<file path="src/rtl/video_timing_gen.sv">
// Raster timing generator: pixel/line counters with registered sync, blanking and
// frame markers, all decoded from the next position so they line up with hpos/vpos.
module video_timing_gen #(
  parameter int   H_DISPLAY    = 640,
  parameter int   H_FRONT      = 16,
  parameter int   H_SYNC       = 96,
  parameter int   H_BACK       = 48,
  parameter int   V_DISPLAY    = 480,
  parameter int   V_FRONT      = 10,
  parameter int   V_SYNC       = 2,
  parameter int   V_BACK       = 33,
  parameter logic HSYNC_ACTIVE = 1'b0,
  parameter logic VSYNC_ACTIVE = 1'b0,
  parameter int   H_W          = 10,
  parameter int   V_W          = 10,
  parameter int   FRAME_W      = 8
) (
  input  logic               clk,
  input  logic               reset,
  input  logic               ce,
  input  logic               restart,
  output logic [H_W-1:0]     hpos,
  output logic [V_W-1:0]     vpos,
  output logic               hsync,
  output logic               vsync,
  output logic               display_on,
  output logic               line_start,
  output logic               frame_start,
  output logic [FRAME_W-1:0] frame_count
);

  localparam int H_TOTAL = H_DISPLAY + H_FRONT + H_SYNC + H_BACK;
  localparam int V_TOTAL = V_DISPLAY + V_FRONT + V_SYNC + V_BACK;

  localparam logic [H_W-1:0] H_LAST       = H_W'(H_TOTAL - 1);
  localparam logic [H_W-1:0] H_DISP_END   = H_W'(H_DISPLAY);
  localparam logic [H_W-1:0] H_SYNC_START = H_W'(H_DISPLAY + H_FRONT);
  localparam logic [H_W-1:0] H_SYNC_END   = H_W'(H_DISPLAY + H_FRONT + H_SYNC);
  localparam logic [V_W-1:0] V_LAST       = V_W'(V_TOTAL - 1);
  localparam logic [V_W-1:0] V_DISP_END   = V_W'(V_DISPLAY);
  localparam logic [V_W-1:0] V_SYNC_START = V_W'(V_DISPLAY + V_FRONT);
  localparam logic [V_W-1:0] V_SYNC_END   = V_W'(V_DISPLAY + V_FRONT + V_SYNC);

  logic [H_W-1:0]     hpos_next;
  logic [V_W-1:0]     vpos_next;
  logic [FRAME_W-1:0] count_next;
  logic               line_next;
  logic               frame_next;
  logic               hsync_next;
  logic               vsync_next;
  logic               display_next;
  // Set by reset so the first wrap into (0,0) is not counted as a completed frame.
  logic               first_reg;
  logic               first_next;

  always_comb begin
    hpos_next  = hpos;
    vpos_next  = vpos;
    count_next = frame_count;
    first_next = first_reg;
    line_next  = 1'b0;
    frame_next = 1'b0;
    if (restart) begin
      hpos_next  = '0;
      vpos_next  = '0;
      line_next  = 1'b1;
      frame_next = 1'b1;
      count_next = '0;
      first_next = 1'b0;
    end else if (ce) begin
      if (hpos == H_LAST) begin
        hpos_next = '0;
        line_next = 1'b1;
        if (vpos == V_LAST) begin
          vpos_next  = '0;
          frame_next = 1'b1;
          if (first_reg) begin
            first_next = 1'b0;
          end else begin
            count_next = frame_count + FRAME_W'(1);
          end
        end else begin
          vpos_next = vpos + V_W'(1);
        end
      end else begin
        hpos_next = hpos + H_W'(1);
      end
    end
  end

  always_comb begin
    hsync_next   = ((hpos_next >= H_SYNC_START) && (hpos_next < H_SYNC_END)) ?
                   HSYNC_ACTIVE : ~HSYNC_ACTIVE;
    vsync_next   = ((vpos_next >= V_SYNC_START) && (vpos_next < V_SYNC_END)) ?
                   VSYNC_ACTIVE : ~VSYNC_ACTIVE;
    display_next = (hpos_next < H_DISP_END) && (vpos_next < V_DISP_END);
  end

  always_ff @(posedge clk or negedge reset) begin
    if (!reset) begin
      hpos        <= H_LAST;
      vpos        <= V_LAST;
      hsync       <= ~HSYNC_ACTIVE;
      vsync       <= ~VSYNC_ACTIVE;
      display_on  <= 1'b0;
      line_start  <= 1'b0;
      frame_start <= 1'b0;
      frame_count <= '0;
      first_reg   <= 1'b1;
    end else begin
      hpos        <= hpos_next;
      vpos        <= vpos_next;
      hsync       <= hsync_next;
      vsync       <= vsync_next;
      display_on  <= display_next;
      line_start  <= line_next;
      frame_start <= frame_next;
      frame_count <= count_next;
      first_reg   <= first_next;
    end
  end

endmodule

</file>
<file path="config.mk">
export PLATFORM = sky130hd
export DESIGN_NAME = video_timing_gen
export DESIGN_NICKNAME = d
export VERILOG_FILES = /design/src/rtl/video_timing_gen.sv
export SDC_FILE = /design/constraint.sdc
export NUM_CORES = 1
export LEC_CHECK = 0
export BUFFER_PORTS_ARGS = -buffer_cell sky130_fd_sc_hd__buf_2
export CAP_MARGIN = 40
export CORE_MARGIN = 2
export CORE_UTILIZATION = 32
export DETAILED_ROUTE_END_ITERATION = 12
export GPL_TIMING_DRIVEN = 1
export PLACE_DENSITY = 0.56
export SYNTH_ARGS = -nofsm -noshare
export SYNTH_HDL_FRONTEND = slang
export SYNTH_SLANG_ARGS = --single-unit
</file>
<file path="constraint.sdc">
create_clock -name clk -period 3 [get_ports clk]
set_input_delay 0.6 -clock clk [delete_from_list [all_inputs] [get_ports clk]]
set_output_delay 0.6 -clock clk [all_outputs]
set_load 0.005 [all_outputs]
</file>
==> results by group <==
Final layout
  – Multi-input logic area: 882 sq um
  – Fraction of layout cells with a size suffix above 1: 28.8%
  – Area Overhead vs Synth: 19.6%
  – Fin area: 0.00214 sq mm
  – Register area: 867 sq um
  – Nets: 236
  – Largest regs: hpos (10), vpos (10), frame_count (8)
  – ANT cells: 0
  – FILL cells: 552

Routing
  – DRC: 0
  – Routed Antenna Nets: 0
  – Initial DRC count: 140
  – Via count: 1,501
  – Router iterations before antenna repair: 4
  – Final WL: 3.97 mm
  – Vias per cell: 4.99
  – Routed WL per cell: 13.2 microns

Synthesis
  – Top cell type's share of synthesized area: 29.4%
  – Synth area leader: dfrtp_1
  – Synth async-reset ratio: 100%
  – Post-synthesis compound-gate area fraction: 7.69%
  – Yosys reg bits: 34
  – Post-Syn Area: 0.00179 sq mm
  – Syn Inst Count: 187
  – Largest family of logic cells by synthesized area: simple AND/OR/NAND/NOR gates
  – Post-Synth Adder-Cell Area: 2.80%
  – Synth Area in Simple Gates: 28.4%
  – Seq/Total Area, Yosys: 48.5%
  – Syn avg cell area: 9.57 sq um
  – Yosys warnings: 0
  – Area share of xor/xnor cells in the synthesized design: 9.30%
  – Synth top area cells: dfrtp_1 (29%), dfstp_2 (19%), nor2_1 (6.5%)
  – Post-synth EDFFs: 0
  – Mux contribution to synthesized area: 1.12%
  – Ys flop type: dfrtp_1
  – Syn_nets: 195
  – Synth unique cells: 40

Worst setup path
  – Crit Path Class: reg -> reg
  – CP bufs+invs: 0
  – Critical path's slowest cell: dfstp_2
  – CP max FO: 6
  – Crit path max-delay family: simple AND/OR/NAND/NOR gates
  – Critical path required time: 3.19 ns
  – Most frequent CP cell: nor2_1
  – CP max stage delay: 0.58 ns
  – CP endpoint kind: flip-flop
  – Arrival time at the worst endpoint: 2.85 ns
  – Critical Path Start Type: flip-flop
  – Critical Path, Cell by Cell: or4b_4, or4_4, nor2_1, xnor2_1, nor2_1, or4b_1

Pwr
  – Power Density: 384 mW/mm^2
  – Total power: 0.822 mW
  – VDD IR max: 0.158 mV
  – Leak: 0.940 nW

GRT
  – Largest net degree at the start of global routing: 35
  – Tot GR Track Use: 14.0%
  – Grt ovf: 0
  – First-pass GRT wire length: 6.95 mm
  – Vias in the first global route: 1,445
  – Antenna violations before repair: 0

Timing
  – Clock skew: 0.00766 ns
  – Fin crit period: 2.66 ns
  – Slew of the pin with the lowest slew margin: 0.721 ns
  – Slew headroom: 51.9%
  – Achievable frequency: 0.376 GHz
  – Final Hold Vio Count: 0
  – Post-route setup slack: 0.341 ns
  – Slew Limit Fails: 0
  – Final number of setup-violating endpoints: 0
  – RSZ-0062 raised after global routing: false
  – Fin crit share: 88.6%
  – Setup TNS: 0 ns

Clocking
  – CTS tree: built
  – Clk root buf: clkbuf_8
  – Skew-Pair Late Insertion Delay: 0.28 ns
  – Cts hold-fix bufs: 0
  – CTS Sinks: 34
  – Setup Fix Bufs, Post-CTS: 0
  – Htree depth: 2
  – Reg clk slew, reported paths: 0.07 ns
  – Post-CTS Resized: 0
  – Inserted Clock Buffers: 5
  – Clk buf depth: 2

Floorplan
  – Cell row count: 27
  – Die Wd: 78.8 microns
  – Vert. Die Dim: 78.8 microns
  – DIE AREA: 0.00621 sq mm
  – Core area: 0.00544 sq mm
  – Num ports: 37
  – Starting density of the core: 32.9%

Place
  – PortBufs: 36
  – DP Worst Slack: 0.355 ns
  – DP Wirelength: 2.90 mm
  – Final RePlAce weighted congestion: 0.803
  – Placed inst area: 0.00206 sq mm

Min path
  – Hold WC Path Type: in -> async

Flow run
  – Max_cap viols: 0

Status
  – Status: completed
==> cell families after synthesis <==
group | Yosys count
XOR/XNOR | 19
AND/OR/NAND/NOR | 97
adder cells (fa/ha/maj) | 4
flip-flops | 34
multiplexers | 2
buffers and inverters | 10
AO/OA/AOI/OAI | 21
==> layer usage <==
layer	vias to the layer above	part of all wire (%)	track usage [%]
li1	732	-	-
met1	724	49	20.0
met2	38	44	20.8
met3	7	5.2	3.30
met4	0	1.6	4.74
met5	-	0	0
==> cell usage in the layout, fill, tap and decap left out, drive strengths merged, types with 3 or more instances in the layout <==
cell type and count:
nor3 7, clkbuf 6, nor2 31, buf 38
o21ai 5, and3 6, nand4 9, ha 4
nand2 20, xor2 12, dfstp 13, nand3 8
a21oi 7, inv 6, dfrtp 21, o311ai 3
xnor2 7
==> cell usage after synthesis, types with 2 or more instances <==
master and instances:
o21ai_0 4, and3_1 6, o311ai_0 3, and2_1 2, ha_1 4, nor2_1 31
dfstp_2 13, xnor2_1 7, clkbuf_1 2, dfrtp_1 21, nor3_2 2, or3_1 2
nand3_1 8, or2_2 2, mux2i_1 2, buf_2 2, nand4_1 9, xor2_1 12
a21oi_1 6, nand2_1 20, inv_1 6, nor3_1 5
==> area by class of cell <==
type / instances / area share, %
Inverter: 6 / 1.05
Clock inverter: 2 / 0.468
Sequential cell: 34 / 40.5
Timing Repair Buffer: 38 / 9.12
Tap cell: 72 / 4.21
Multi-Input combinational cell: 143 / 41.2
Clock buffer: 6 / 3.39
==> path summary, 6_finish.rpt <==
| check | from | to | slack [ns] | cells after the start |
|---|---|---|---|---|
| max | hpos[8] | vsync | 0.34 | 6 |
| min | reset | frame_count[4] | 0.37 | 1 |
| max reg2reg | hpos[8] | vsync | 0.34 | 6 |
| min reg2reg | first_reg | first_reg | 0.48 | 2 |
| max in group asynchronous | reset | hpos[7] | 2.17 | 1 |
| min in group clk | first_reg | first_reg | 0.48 | 2 |
==> power by group <==
part	switching, mW	internal (mW)
Sequential	0.00452	0.465
Combinational	0.0233	0.00980
Clock	0.159	0.161
Total	0.186	0.636
==> stage by stage <==
| step | hold slack, ns | std cells | utilization, % |
|---|---|---|---|
| 2_1_floorplan | 0.304 | 187 | - |
| 3_3_place_gp | 0.478 | 293 | 37.8 |
| 3_5_place_dp | 0.477 | 293 | 37.8 |
| 4_1_cts | 0.401 | 301 | 39.3 |
| 5_1_grt | 0.436 | 301 | 39.3 |
| 6_report | 0.365 | 301 | 39.3 |
(Power assumes the default switching activity.)
